==> config.mk <==
export PLATFORM = sky130hd
export DESIGN_NAME = decode_queue
export DESIGN_NICKNAME = d
export VERILOG_FILES = /design/src/rtl/decode_queue.sv
export SDC_FILE = /design/constraint.sdc
export NUM_CORES = 1
export LEC_CHECK = 0
export CORE_UTILIZATION = 31
export CTS_BUF_LIST = sky130_fd_sc_hd__clkbuf_4
export CTS_CLUSTER_DIAMETER = 80
export DETAILED_ROUTE_END_ITERATION = 8
export PLACE_DENSITY = 0.48
export SYNTH_ARGS = -nofsm -noshare
export SYNTH_HDL_FRONTEND = slang
export SYNTH_SLANG_ARGS = --single-unit
==> constraint.sdc <==
create_clock -name clk -period 5.44 [get_ports clk]
set_input_delay 0.544 -clock clk [delete_from_list [all_inputs] [get_ports clk]]
set_output_delay 0.544 -clock clk [all_outputs]
set_load 0.05 [all_outputs]
==> src/rtl/decode_queue.sv <==
// rtl/decode_queue.sv - RV32I decode stage feeding a DEPTH-entry FIFO; LOOPYV_RVM_EN enables RV32M decode
package loopyV_data_types;
    typedef enum logic [4:0] {
        ALU_ADD, ALU_SUB, ALU_SLL, ALU_SLT, ALU_SLTU, ALU_XOR, ALU_SRL, ALU_SRA,
        ALU_OR, ALU_AND, ALU_MUL, ALU_MULH, ALU_MULHSU, ALU_MULHU, ALU_DIV,
        ALU_DIVU, ALU_REM, ALU_REMU
    } alu_op_t;
    typedef enum logic {OPA_RS1, OPA_PC} opa_sel_t;
    typedef enum logic {OPB_RS2, OPB_IMM} opb_sel_t;
    typedef enum logic [1:0] {WB_ALU, WB_IMM, WB_PC4, WB_MEM} wb_sel_t;

    typedef struct packed {
        alu_op_t     aluControl;
        opa_sel_t    operandASelect;
        opb_sel_t    operandBSelect;
        wb_sel_t     writebackSelect;
        logic        rdWriteEn;
        logic [4:0]  rdAddr;
        logic [4:0]  rs1Addr;
        logic [4:0]  rs2Addr;
        logic [31:0] imm;
        logic        memRead;
        logic        memWrite;
        logic [2:0]  funct3;
        logic        branch;
        logic        jump;
        logic        ecall;
        logic        ebreak;
        logic        fence;
    } DEStageSignalsType;
endpackage

module decode_queue
    import loopyV_data_types::*;
#(
    parameter int DEPTH = 4,
    parameter int CNT_W = 16
) (
    input  logic              clk,
    input  logic              rst_n,
    input  logic              flush,
    input  logic              in_valid,
    output logic              in_ready,
    input  logic [31:0]       in_instr,
    input  logic [31:0]       in_pc,
    output logic              out_valid,
    input  logic              out_ready,
    output DEStageSignalsType out_control,
    output logic [31:0]       out_pc,
    output logic              out_illegal,
    output logic              halted,
    output logic [CNT_W-1:0]  illegal_cnt
);
    localparam int PTR_W = $clog2(DEPTH);
    localparam int CW    = PTR_W + 1;

    function automatic alu_op_t base_alu(input logic [2:0] f3);
        case (f3)
            3'b000:  return ALU_ADD;
            3'b001:  return ALU_SLL;
            3'b010:  return ALU_SLT;
            3'b011:  return ALU_SLTU;
            3'b100:  return ALU_XOR;
            3'b101:  return ALU_SRL;
            3'b110:  return ALU_OR;
            default: return ALU_AND;
        endcase
    endfunction

`ifdef LOOPYV_RVM_EN
    function automatic alu_op_t mul_alu(input logic [2:0] f3);
        case (f3)
            3'b000:  return ALU_MUL;
            3'b001:  return ALU_MULH;
            3'b010:  return ALU_MULHSU;
            3'b011:  return ALU_MULHU;
            3'b100:  return ALU_DIV;
            3'b101:  return ALU_DIVU;
            3'b110:  return ALU_REM;
            default: return ALU_REMU;
        endcase
    endfunction
`endif

    DEStageSignalsType dec_ctl;
    logic              dec_illegal;
    logic [2:0]        f3;
    logic [6:0]        f7;
    logic [31:0]       imm_i, imm_s, imm_b, imm_u, imm_j;

    assign f3    = in_instr[14:12];
    assign f7    = in_instr[31:25];
    assign imm_i = {{20{in_instr[31]}}, in_instr[31:20]};
    assign imm_s = {{20{in_instr[31]}}, in_instr[31:25], in_instr[11:7]};
    assign imm_b = {{19{in_instr[31]}}, in_instr[31], in_instr[7], in_instr[30:25], in_instr[11:8], 1'b0};
    assign imm_u = {in_instr[31:12], 12'b0};
    assign imm_j = {{11{in_instr[31]}}, in_instr[31], in_instr[19:12], in_instr[20], in_instr[30:21], 1'b0};

    always_comb begin
        dec_ctl     = '0;
        dec_illegal = 1'b0;
        if (in_instr[1:0] != 2'b11) begin
            dec_illegal = 1'b1;
        end else begin
            case (in_instr[6:2])
                5'b01100: begin // OP
                    dec_ctl.rdWriteEn = 1'b1;
                    dec_ctl.rdAddr    = in_instr[11:7];
                    dec_ctl.rs1Addr   = in_instr[19:15];
                    dec_ctl.rs2Addr   = in_instr[24:20];
                    if (f7 == 7'b0000000)
                        dec_ctl.aluControl = base_alu(f3);
                    else if (f7 == 7'b0100000 && f3 == 3'b000)
                        dec_ctl.aluControl = ALU_SUB;
                    else if (f7 == 7'b0100000 && f3 == 3'b101)
                        dec_ctl.aluControl = ALU_SRA;
`ifdef LOOPYV_RVM_EN
                    else if (f7 == 7'b0000001)
                        dec_ctl.aluControl = mul_alu(f3);
`endif
                    else
                        dec_illegal = 1'b1;
                end
                5'b00100: begin // OP_IMM
                    dec_ctl.rdWriteEn      = 1'b1;
                    dec_ctl.rdAddr         = in_instr[11:7];
                    dec_ctl.rs1Addr        = in_instr[19:15];
                    dec_ctl.operandBSelect = OPB_IMM;
                    dec_ctl.imm            = imm_i;
                    dec_ctl.aluControl     = base_alu(f3);
                    if (f3 == 3'b001 || f3 == 3'b101)
                        dec_ctl.imm = {27'b0, in_instr[24:20]};
                    if (f3 == 3'b001 && f7 != 7'b0000000)
                        dec_illegal = 1'b1;
                    if (f3 == 3'b101) begin
                        if (f7 == 7'b0100000)
                            dec_ctl.aluControl = ALU_SRA;
                        else if (f7 != 7'b0000000)
                            dec_illegal = 1'b1;
                    end
                end
                5'b01101: begin // LUI
                    dec_ctl.rdWriteEn       = 1'b1;
                    dec_ctl.rdAddr          = in_instr[11:7];
                    dec_ctl.imm             = imm_u;
                    dec_ctl.writebackSelect = WB_IMM;
                end
                5'b00101: begin // AUIPC
                    dec_ctl.rdWriteEn      = 1'b1;
                    dec_ctl.rdAddr         = in_instr[11:7];
                    dec_ctl.imm            = imm_u;
                    dec_ctl.operandASelect = OPA_PC;
                    dec_ctl.operandBSelect = OPB_IMM;
                end
                5'b11011: begin // JAL
                    dec_ctl.rdWriteEn       = 1'b1;
                    dec_ctl.rdAddr          = in_instr[11:7];
                    dec_ctl.imm             = imm_j;
                    dec_ctl.jump            = 1'b1;
                    dec_ctl.operandASelect  = OPA_PC;
                    dec_ctl.operandBSelect  = OPB_IMM;
                    dec_ctl.writebackSelect = WB_PC4;
                end
                5'b11001: begin // JALR
                    dec_ctl.rdWriteEn       = 1'b1;
                    dec_ctl.rdAddr          = in_instr[11:7];
                    dec_ctl.rs1Addr         = in_instr[19:15];
                    dec_ctl.imm             = imm_i;
                    dec_ctl.jump            = 1'b1;
                    dec_ctl.operandBSelect  = OPB_IMM;
                    dec_ctl.writebackSelect = WB_PC4;
                    dec_illegal             = (f3 != 3'b000);
                end
                5'b11000: begin // BRANCH
                    dec_ctl.rs1Addr    = in_instr[19:15];
                    dec_ctl.rs2Addr    = in_instr[24:20];
                    dec_ctl.imm        = imm_b;
                    dec_ctl.branch     = 1'b1;
                    dec_ctl.funct3     = f3;
                    dec_ctl.aluControl = ALU_SUB;
                    dec_illegal        = (f3 == 3'b010 || f3 == 3'b011);
                end
                5'b00000: begin // LOAD
                    dec_ctl.rdWriteEn       = 1'b1;
                    dec_ctl.rdAddr          = in_instr[11:7];
                    dec_ctl.rs1Addr         = in_instr[19:15];
                    dec_ctl.imm             = imm_i;
                    dec_ctl.memRead         = 1'b1;
                    dec_ctl.funct3          = f3;
                    dec_ctl.operandBSelect  = OPB_IMM;
                    dec_ctl.writebackSelect = WB_MEM;
                    dec_illegal = !(f3 == 3'b000 || f3 == 3'b001 || f3 == 3'b010 ||
                                    f3 == 3'b100 || f3 == 3'b101);
                end
                5'b01000: begin // STORE
                    dec_ctl.rs1Addr        = in_instr[19:15];
                    dec_ctl.rs2Addr        = in_instr[24:20];
                    dec_ctl.imm            = imm_s;
                    dec_ctl.memWrite       = 1'b1;
                    dec_ctl.funct3         = f3;
                    dec_ctl.operandBSelect = OPB_IMM;
                    dec_illegal = !(f3 == 3'b000 || f3 == 3'b001 || f3 == 3'b010);
                end
                5'b00011: begin // MISC_MEM
                    dec_ctl.fence = 1'b1;
                    dec_illegal   = (f3 != 3'b000);
                end
                5'b11100: begin // SYSTEM
                    if (f3 == 3'b000 && in_instr[31:20] == 12'd0)
                        dec_ctl.ecall = 1'b1;
                    else if (f3 == 3'b000 && in_instr[31:20] == 12'd1)
                        dec_ctl.ebreak = 1'b1;
                    else
                        dec_illegal = 1'b1;
                end
                default: dec_illegal = 1'b1;
            endcase
        end
        // Illegal entries carry no side effects downstream
        if (dec_illegal)
            dec_ctl = '0;
    end

    DEStageSignalsType mem_ctl [DEPTH];
    logic [31:0]       mem_pc  [DEPTH];
    logic              mem_ill [DEPTH];
    logic [PTR_W-1:0]  wr_ptr, rd_ptr;
    logic [CW-1:0]     count;
    logic              full, push, pop;

    assign full      = (count == CW'(DEPTH));
    assign out_valid = (count != '0);
    assign in_ready  = !full && !halted && !flush;
    assign push      = in_valid && in_ready;
    assign pop       = out_valid && out_ready && !flush;

    assign out_control = out_valid ? mem_ctl[rd_ptr] : '0;
    assign out_pc      = out_valid ? mem_pc[rd_ptr]  : '0;
    assign out_illegal = out_valid ? mem_ill[rd_ptr] : 1'b0;

    always_ff @(posedge clk) begin
        if (push) begin
            mem_ctl[wr_ptr] <= dec_ctl;
            mem_pc[wr_ptr]  <= in_pc;
            mem_ill[wr_ptr] <= dec_illegal;
        end
    end

    always_ff @(posedge clk or negedge rst_n) begin
        if (!rst_n) begin
            wr_ptr      <= '0;
            rd_ptr      <= '0;
            count       <= '0;
            halted      <= 1'b0;
            illegal_cnt <= '0;
        end else if (flush) begin
            wr_ptr <= '0;
            rd_ptr <= '0;
            count  <= '0;
            halted <= 1'b0;
        end else begin
            if (push)
                wr_ptr <= wr_ptr + PTR_W'(1);
            if (pop)
                rd_ptr <= rd_ptr + PTR_W'(1);
            case ({push, pop})
                2'b10:   count <= count + CW'(1);
                2'b01:   count <= count - CW'(1);
                default: count <= count;
            endcase
            if (push && dec_illegal) begin
                halted <= 1'b1;
                if (illegal_cnt != '1)
                    illegal_cnt <= illegal_cnt + CNT_W'(1);
            end
        end
    end
endmodule

Word-level counts from Yosys, hierarchy flattened
Memories as Yosys holds them, arrays and structs flattened.
Cells that the tools add are included.

word-level totals
  flip-flop bits (word level) = 24
  bits in latches = 0
  memory bits (writable) = 400
  memory bits (read-only) = 0
  input port bits = 69
  logic and storage cells = 133
  memories = 3

cells by class
  add/sub/neg operators = 5
  multiply operators = 0
  div/mod/pow operators = 0
  $lt $le $gt $ge = 0
  equality and inequality tests = 23
  shift-type cells = 0
  muxes and demuxes = 51
  bitwise operators = 1
  reductions and logical operators = 45

memory list
  memory   words  width  rd ports  clocked after memory_dff  wr ports  line  RTL
  mem_ctl  4      67     1         0                         1         224   DEStageSignalsType mem_ctl [DEPTH];
  mem_pc   4      32     1         0                         1         225   logic [31:0] mem_pc [DEPTH];
  mem_ill  4      1      1         0                         1         226   logic mem_ill [DEPTH];

operators with widths
  kind                   count
  $mux 67                3
  $pmux 32 s6            1
  $mux 32                2
  $pmux 4 s7             1
  $mux 1                 25
  $mux 5                 5
  $eq 5x5->1 const B     4
  $add 16x1->16 const B  1
  $ne 16x16->1 const B   1
  $eq 5x4->1 const B     3
  $pmux 5 s3             1
  $eq 12x1->1 const B    1
  $eq 3x3->1 const B     4
  $logic_not 12->1       1
  $mux 3                 4
  $reduce_or 6->1        2
  $logic_and 1x1->1      11
  $eq 5x3->1 const B     2
  $mux 2                 5
  $reduce_or 2->1        5
  $reduce_bool 3->1      3
  $reduce_or 3->1        3
  $pmux 1 s8             1
  $eq 7x6->1 const B     1
  other kinds (22)       35

Logic depth before layout (Yosys ltp)
Gate-level depths: netlist of the first run.

  word-level depth = 11
  mapped depth = 10
  gate-level depth less buffers = 8

Worst setup path after synthesis of the first run
No wires, ideal clock.

  path kind = flip-flop to flip-flop
  from = reg halted
  to = mem mem_ctl[0][0] (netlist name) (enable)
  data arrival time = 3968 ps
  data required time = 4971 ps
  path slack = 1003 ps
  stages on the path, launching flop included = 5
  period minus slack after synthesis = 4437 ps
  path through = dfrtp_1 a2111oi_0 clkbuf_1 clkbuf_1 and2_1

between the ends
  word-level cells in the longest chain between the ends = 6

ends and longest elaborated chain
  item                            line  RTL
  from (decl)                     51    output logic halted,
  from (signal assigned)          254   halted <= 1'b0;
  from (signal assigned)          260   halted <= 1'b0;
  from (signal assigned)          272   halted <= 1'b1;
  $logic_not 1->1                 233   assign in_ready = !full && !halted && !flush;
  $logic_and 1x1->1 (2 in a row)  233
  $logic_and 1x1->1               234   assign push = in_valid && in_ready;
  $mux 1                          242   if (push) begin
  $mux 1 (not written as such)    243   mem_ctl[wr_ptr] <= dec_ctl;
  to (decl)                       224

Every way passes these cells.

==> impl_summary.txt, run 1 <==
----------------------------------------------------
[STA]
  Minimum hold slack ... 0.3724 ns
  Max-slew headroom ... 29.83%
  Final number of setup-violating endpoints ... 0
  Final Max Tran Viols ... 0
  FMAX ... 238.8 MHz
  Actual transition at the worst max-transition pin ... 1.051 ns
  Min setup slack post-route ... 1.253 ns
  Setup TNS ... 0 ns
  Setup repair after global routing missed its margin ... false
  Maximum clock skew at final layout ... 0.03223 ns
  Clock period minus final worst setup slack ... 4.187 ns
  Tcrit/Tclk final ... 76.97%
  Final Hold Vio Count ... 0

[Drt]
  Total length of routed met3 wires ... 2642 um
  Total DRC errors in the routed layout ... 0
  Routed via count divided by cell count ... 4.778
  Wire length on met1 ... 19730 um
  Number of optimization iterations in the first detailed-route pass ... 5
  Top layer reached by signal wires ... met5
  Antenna Nets Post-Route ... 0
  Total length of routed met2 wires ... 20350 um
  WL/cell ... 21.28 um
  Routed wire length ... 43570 um
  Vias ... 9780
  Initial drt markers ... 539

[Clock network]
  Buffer count from post-CTS setup fixing ... 0
  CTS H-Tree Depth ... 3
  Clock tree from TritonCTS ... done
  Maximum clock insertion buffer count ... 3
  Clk sinks ... 420
  Clock buffer count from CTS ... 107
  CTS clk-pin slew, worst paths ... 0.06 ns
  Clock Tree Root ... clkbuf_4
  Clock latency on the worst-skew pair ... 0.81 ns

[Min path]
  Worst min-delay path class ... primary input to flop

[Synthesis]
  Top area cells in the synthesized netlist ... edfxtp_1 (69%), mux4_2 (13%), and2_1 (4.5%)
  Fraction of synthesized cell area taken by the top area cell type ... 68.58%
  Ys Warns ... 0
  Synthesized instance count ... 969
  Post-synth EDFFs ... 396
  Number of synthesized register bits ... 420
  Most used DFF post-synth ... edfxtp_1
  Async set-reset flop share out of synthesis ... 5.714%
  Cell taking the most area after synthesis ... edfxtp_1
  Mapped cell area ... 17340 um^2
  Post-Synthesis Net Count ... 1044
  Library cells used by synthesis ... 60
  Synth Area per Inst ... 17.90 um^2
  Sequential area share after synthesis ... 72.04%

[Finish]
  Sequential cell area ... 12500 um^2
  Leading cell type in the layout, fill and taps excluded ... edfxtp_1
  Leading cell types in the layout, fill and taps excluded ... edfxtp_1 (396), clkdlybuf4s50_1 (186), clkbuf_4 (156), and2_1 (122), mux4_2 (99)
  Post-synthesis to final-layout area growth ... 24.00%
  Number of nets at the end of the flow ... 1300
  Filler cells ... 5146
  Proportion of layout cells with a drive suffix above 1 ... 23.13%
  Multi-input logic area ... 4596 um^2

[Pwr]
  Power per unit of standard cell area ... 467.9 nW/um^2
  P_leak ... 0.006784 uW
  Worst-case vdd ir drop ... 0.0002598 V

[Die]
  Die Height ... 238.5 um
  Rows ... 86
  Core region area ... 55200 um^2
  Die Area ... 56890 um^2
  Die Span X ... 238.5 um
  Effective utilization at floorplan ... 31.41%
  Num ports ... 188

[Placement]
  Routability-driven placement congestion ratio ... 0.8484
  Post-detail-place hpwl ... 26010 um
  Pre-CTS setup slack ... 1.003 ns
  Port buffer count ... 186

[Run]
  Total of max-cap violations ... 0

[Global route]
  Antenna violations before repair ... 5
  Total grt overflow ... 0
  Global-route wire length before repair ... 64690 um
  Vias in the first global route ... 10310
  Total Routing Usage GR ... 15.44%
  Maximum number of pins on one net before global-route repair ... 91

[Worst setup path]
  Kind of end point of the critical path ... output pin
  Peak fanout along the critical path ... 20
  Required time of the critical path ... 4.90 ns
  Arrival time reported for the critical path endpoint ... 3.64 ns
  Sort of element at the start of the critical path ... flop
  Crit Path Class ... flop to output pin

[Outcome]
  Run status ... finished, final reports clean

----------------------------------------------------
## final timing paths
path                           startpoint         endpoint  slack [ns]  cells after the start
max in group asynchronous           rst_n        rd_ptr[1]        4.51                      3
setup reg to reg                 count[1]         count[2]        2.38                      9
hold reg to reg            illegal_cnt[9]   illegal_cnt[9]        0.50                      1
min in group asynchronous           rst_n   illegal_cnt[8]        0.64                      3
hold / removal                  in_pc[31]    mem_pc[3][31]        0.37                      1
setup / recovery                rd_ptr[0]  out_control[28]        1.25                      4
## layout make-up
type                            count  area share, %
Clock inverter                     25         0.8496
Sequential cell                   420          58.13
Inverter                           12         0.2095
Multi-Input combinational cell    481          21.37
Clock buffer                      156          5.447
Antenna cell                        2        0.02328
Timing Repair Buffer              203          9.613
Tap cell                          748          4.353
## sequential cells by signal (all words and copies together) (netlist names)
signal	flops
mem_pc	128
rd_ptr	2
mem_ill	4
mem_ctl	264
wr_ptr	2
count	3
illegal_cnt	16
halted	1
## per-stage QoR
| stage | util [%] | cell area [um^2] | instances | power [uW] |
|---|---|---|---|---|
| final | 38.95 | 21500 | 2047 | 10060 |
| after global routing | 38.95 | 21500 | 2046 | 10540 |
| after CTS | 38.94 | 21500 | 2045 | 10270 |
| after detailed placement | 36.47 | 20130 | 1863 | 7530 |
| after global placement | 36.47 | 20130 | 1863 | 7535 |
| after floorplan | - | 17340 | 969 | 6243 |
## routing by layer
metal | vias up | GRT usage [%]
met2 | 313 | 23.60
met1 | 5036 | 21.14
li1 | 4371 | -
met3 | 56 | 4.088
met4 | 4 | 5.633
met5 | - | 0
## critical path: stages (launching register included)
cell and delay [ns]:
dfrtp_4 0.72, buf_4 0.49, mux4_2 0.64, and2_1 0.21, clkdlybuf4s50_1 0.75
## cells in the mapped netlist (4+ instances only)
library cell / instances
a21oi_1: 31
mux2_2: 4
inv_1: 11
buf_1: 16
nor2_1: 35
mux4_2: 99
ha_1: 5
nand4_1: 11
o21ai_0: 8
and2_1: 126
nor3_1: 12
xnor2_1: 17
o31ai_1: 4
a22oi_1: 6
nand3_1: 12
clkbuf_1: 34
or3_1: 5
nand2b_1: 5
dfrtp_1: 24
nand2_1: 44
nor2b_1: 7
and3_1: 7
edfxtp_1: 396
## timing repair
action | CTS | global route
resized for setup | 0 | 0
endpoints found under the hold margin | 21 | 0
hold buffers | 1 | 0
## report_power, final
group	internal, uW	total [uW]	switching [uW]	leakage [uW]
clock network	1440	2680	1240	0.000803
registers	3720	3830	112	0.00384
logic	1250	3550	2300	0.00214
## kinds of logic (layout without fill, tap and decap cells)
logic type	Yosys count	after routing	synth area share, %
mux	104	104	13.18
buf+inv	68	396	1.602
flops	420	420	72.04
simple gates	280	280	9.077
compound gates	70	70	2.598
xor+xnor	20	20	1.010
other cells	1	3	0.02163
fa+ha+maj	6	6	0.4762
Power figures use the tool's default switching activity.
==> run 2, diff against run 1 <==
Clock period 5.44 ns to 4.3 ns, I/O delays scaled along.
==> run 2 against run 1 <==
  * First-iteration DRC count is 5.2% higher
  * Worst setup slack worse by 0.75 ns
  * Register-to-register slack worse by 0.81 ns
  * Cell area is 1.6% higher
  * Worst hold slack worse by 0.13 ns
  * Sequential share of layout area is 0.89 points lower
  * Utilization is 0.61 points higher
  * Clock power is 32% higher
  * Sequential cell count stayed put
  * Critical path type unchanged
  * Largest cell class unchanged
  * Largest power group unchanged
==> impl_summary.txt, run 2 (synthesis gave the netlist of run 1 again) <==
----------------------------------------------------
[Outcome]
  Run status ... finished, final reports clean (unchanged)

[Finish]
  Final core occ ... 39.56% (was 38.95%)
  Max reg flops ... 264 (unchanged)
  Leading cell types in the layout, fill and taps excluded ... edfxtp_1 (396), clkdlybuf4s50_1 (186), clkbuf_4 (157), and2_1 (122), mux4_2 (99) (was edfxtp_1 (396), clkdlybuf4s50_1 (186), clkbuf_4 (156), and2_1 (122), mux4_2 (99))
  Largest reg by FF count ... mem_ctl (unchanged)
  Leading cell type in the layout, fill and taps excluded ... edfxtp_1 (unchanged)
  Biggest regs ... mem_ctl x264, mem_pc x128, illegal_cnt x16 (unchanged)
  Number of nets at the end of the flow ... 1326 (was 1300)
  Final std cells w/o fill ... 2087 (was 2047)
  Proportion of layout cells with a drive suffix above 1 ... 24.89% (was 23.13%)
  Post-synthesis to final-layout area growth ... 25.93% (was 24.00%)

[Min path]
  Cell depth of the worst hold path ... 1 (unchanged)
  Endpoint, Worst Hold ... mem_pc[0][26] (was mem_pc[3][31])
  Worst min-delay path class ... primary input to flop (unchanged)
  Startpoint of the worst hold path ... in_pc[26] (was in_pc[31])

[Pwr]
  P_leak ... 0.006985 uW (was 0.006784 uW)
  Total Power Consumption ... 12890 uW (was 10060 uW)
  Share of total power in sequential cells ... 37.3% (was 38.1%)
  Switching power total ... 4639 uW (was 3645 uW)
  Worst-case vdd ir drop ... 0.0003519 V (was 0.0002598 V)
  Clock network fraction of design power ... 27.4% (was 26.6%)
  Net Sw Frac ... 36.00% (was 36.23%)
  Combinational Power Share ... 35.3% (about the same)
  Power per unit of standard cell area ... 590.2 nW/um^2 (was 467.9 nW/um^2)
  Internal power of the cells ... 8249 uW (was 6417 uW)

[Clock network]
  CTS H-Tree Depth ... 3 (unchanged)
  Clock Tree Root ... clkbuf_4 (unchanged)
  Clock latency on the worst-skew pair ... 0.81 ns (about the same)
  Clk sinks ... 420 (unchanged)
  Cells resized by post-CTS repair ... 0 (unchanged)
  CTS clk-pin slew, worst paths ... 0.07 ns (was 0.06 ns)
  Maximum clock insertion buffer count ... 3 (unchanged)
  Clock buffer count from CTS ... 109 (was 107)
  Clock tree from TritonCTS ... done (unchanged)

[Worst setup path]
  Crit Path Class ... flop to output pin (unchanged)
  Largest stage delay, worst path ... 0.83 ns (was 0.75 ns)
  Critical Path, Cell by Cell ... or3_4, buf_4, and2_1, clkdlybuf4s50_1 (was buf_4, mux4_2, and2_1, clkdlybuf4s50_1)
  Source of the worst register-to-register timing path ... count[1] (unchanged)
  Sort of element at the start of the critical path ... flop (unchanged)
  Required time of the critical path ... 3.87 ns (was 4.90 ns)
  Worst reg2reg path depth ... 8 (was 9)
  Kind of end point of the critical path ... output pin (unchanged)
  Register-to-register setup slack ... 1.57 ns (was 2.38 ns)
  Reg2Reg Capture Point ... count[2] (unchanged)
  Cell at the slowest stage of the critical path ... clkdlybuf4s50_1 (unchanged)
  Launching element of the worst setup path ... count[2] (was rd_ptr[0])
  Arrival time reported for the critical path endpoint ... 3.37 ns (was 3.64 ns)
  Peak fanout along the critical path ... 74 (was 20)

[Die]
  Effective utilization at floorplan ... 31.41% (unchanged)
  Rows ... 86 (unchanged)
  Core region area ... 55200 um^2 (unchanged)
  Die Span X ... 238.5 um (unchanged)
  Die Height ... 238.5 um (unchanged)
  Num ports ... 188 (unchanged)
  Die Area ... 56890 um^2 (unchanged)

[STA]
  Setup repair after global routing missed its margin ... false (unchanged)
  Actual transition at the worst max-transition pin ... 0.8658 ns (was 1.051 ns)
  Clock period minus final worst setup slack ... 3.800 ns
  Minimum hold slack ... 0.2459 ns (was 0.3724 ns)
  Maximum clock skew at final layout ... 0.02605 ns (was 0.03223 ns)
  Tcrit/Tclk final ... 88.38%
  Setup TNS ... 0 ns (unchanged)
  Final Hold Vio Count ... 0 (unchanged)
  Max-slew headroom ... 42.28% (was 29.83%)
  Final Max Tran Viols ... 0 (unchanged)
  Final number of setup-violating endpoints ... 0 (unchanged)
  FMAX ... 263.1 MHz

[Drt]
  Routed wire length ... 43280 um (was 43570 um)
  Number of optimization iterations in the first detailed-route pass ... 5 (unchanged)
  Vias ... 9871 (was 9780)
  Routed via count divided by cell count ... 4.730 (was 4.778)
  Antenna Nets Post-Route ... 0 (unchanged)
  WL/cell ... 20.74 um (was 21.28 um)
  Total DRC errors in the routed layout ... 0 (unchanged)
  Initial drt markers ... 567 (was 539)

[Global route]
  Vias in the first global route ... 10490 (was 10310)
  Maximum number of pins on one net before global-route repair ... 75 (was 91)
  Antenna violations before repair ... 1 (was 5)
  Total Routing Usage GR ... 15.44% (about the same)
  Total grt overflow ... 0 (unchanged)
  Global-route wire length before repair ... 64600 um (was 64690 um)

[Run]
  Total of max-cap violations ... 0 (unchanged)

[Placement]
  Port buffer count ... 186 (unchanged)
  Post-detail-place hpwl ... 27270 um (was 26010 um)
  Routability-driven placement congestion ratio ... 0.8618 (was 0.8484)
  Number of cells in the design after placement ... 1887 (was 1863)

----------------------------------------------------
run 2: cell count changes in the layout (fill, tap and decap cells not counted), moves of 5 or more:
cell      before  now
clkinv_2       1   11
buf_4         10   29
buf_12         6   11
clkinv_1      17   24
run 2: power groups by stage:
| stage | combinational, uW | clock [uW] | sequential (uW) |
|---|---|---|---|
| 2_1_floorplan | 2940 | 0 | 4940 |
| 3_3_place_gp | 4660 | 0 | 4890 |
| 3_5_place_dp | 4650 | 0 | 4900 |
| 4_1_cts | 4660 | 3690 | 4810 |
| 5_1_grt | 4810 | 3880 | 4830 |
| 6_report | 4540 | 3540 | 4810 |
run 2: what timing repair did:
item / CTS / global route
hold endpoints to repair: 24 / 0
setup buffers: 0 / 0
hold buffers: 1 / 0
run 2: area by class of cell:
class	count	area, um^2
antenna	1	2.502
fill	5113	33360
clock buffer	157	1179
multi-input combinational	481	4592
inverter	12	45.04
tap	748	935.9
clock inverter	41	272.8
sequential	420	12500
timing repair buffer	227	2310
run 2: worst max-delay path, delay by kind of cell (launching register included):
kind,cells,cell delay (ns)
buffers and inverters,2,1.17
DFF,1,0.44
and+or+nand+nor,2,0.92
run 2: per-layer routing:
metal / up-vias / GRT usage [%] / wire [um]
met5: - / 0 / 0
met4: 0 / 5.458 / 710
met3: 56 / 3.915 / 2458
met2: 305 / 24.12 / 20650
met1: 5064 / 20.88 / 19460
li1: 4446 / - / -
run 2: through the flow:
stage	instance area, um^2	worst slack, ns
floorplan	17350	0.9505
global placement	20370	0.5442
detailed placement	20370	0.4202
CTS	21830	0.2185
global route	21840	0.1780
finish	21840	0.4999
run 2: how the worst max path moves through the flow:
| stage | slack [ns] | end |
|---|---|---|
| after CTS | 0.22 | out_control[47] |
| final | 0.50 | out_control[47] |
| after floorplan | 0.95 | mem_ctl[0][0] |
| after detailed placement | 0.42 | mem_ctl[2][29] |
| after global placement | 0.54 | mem_ctl[2][29] |
| after global routing | 0.18 | out_control[47] |
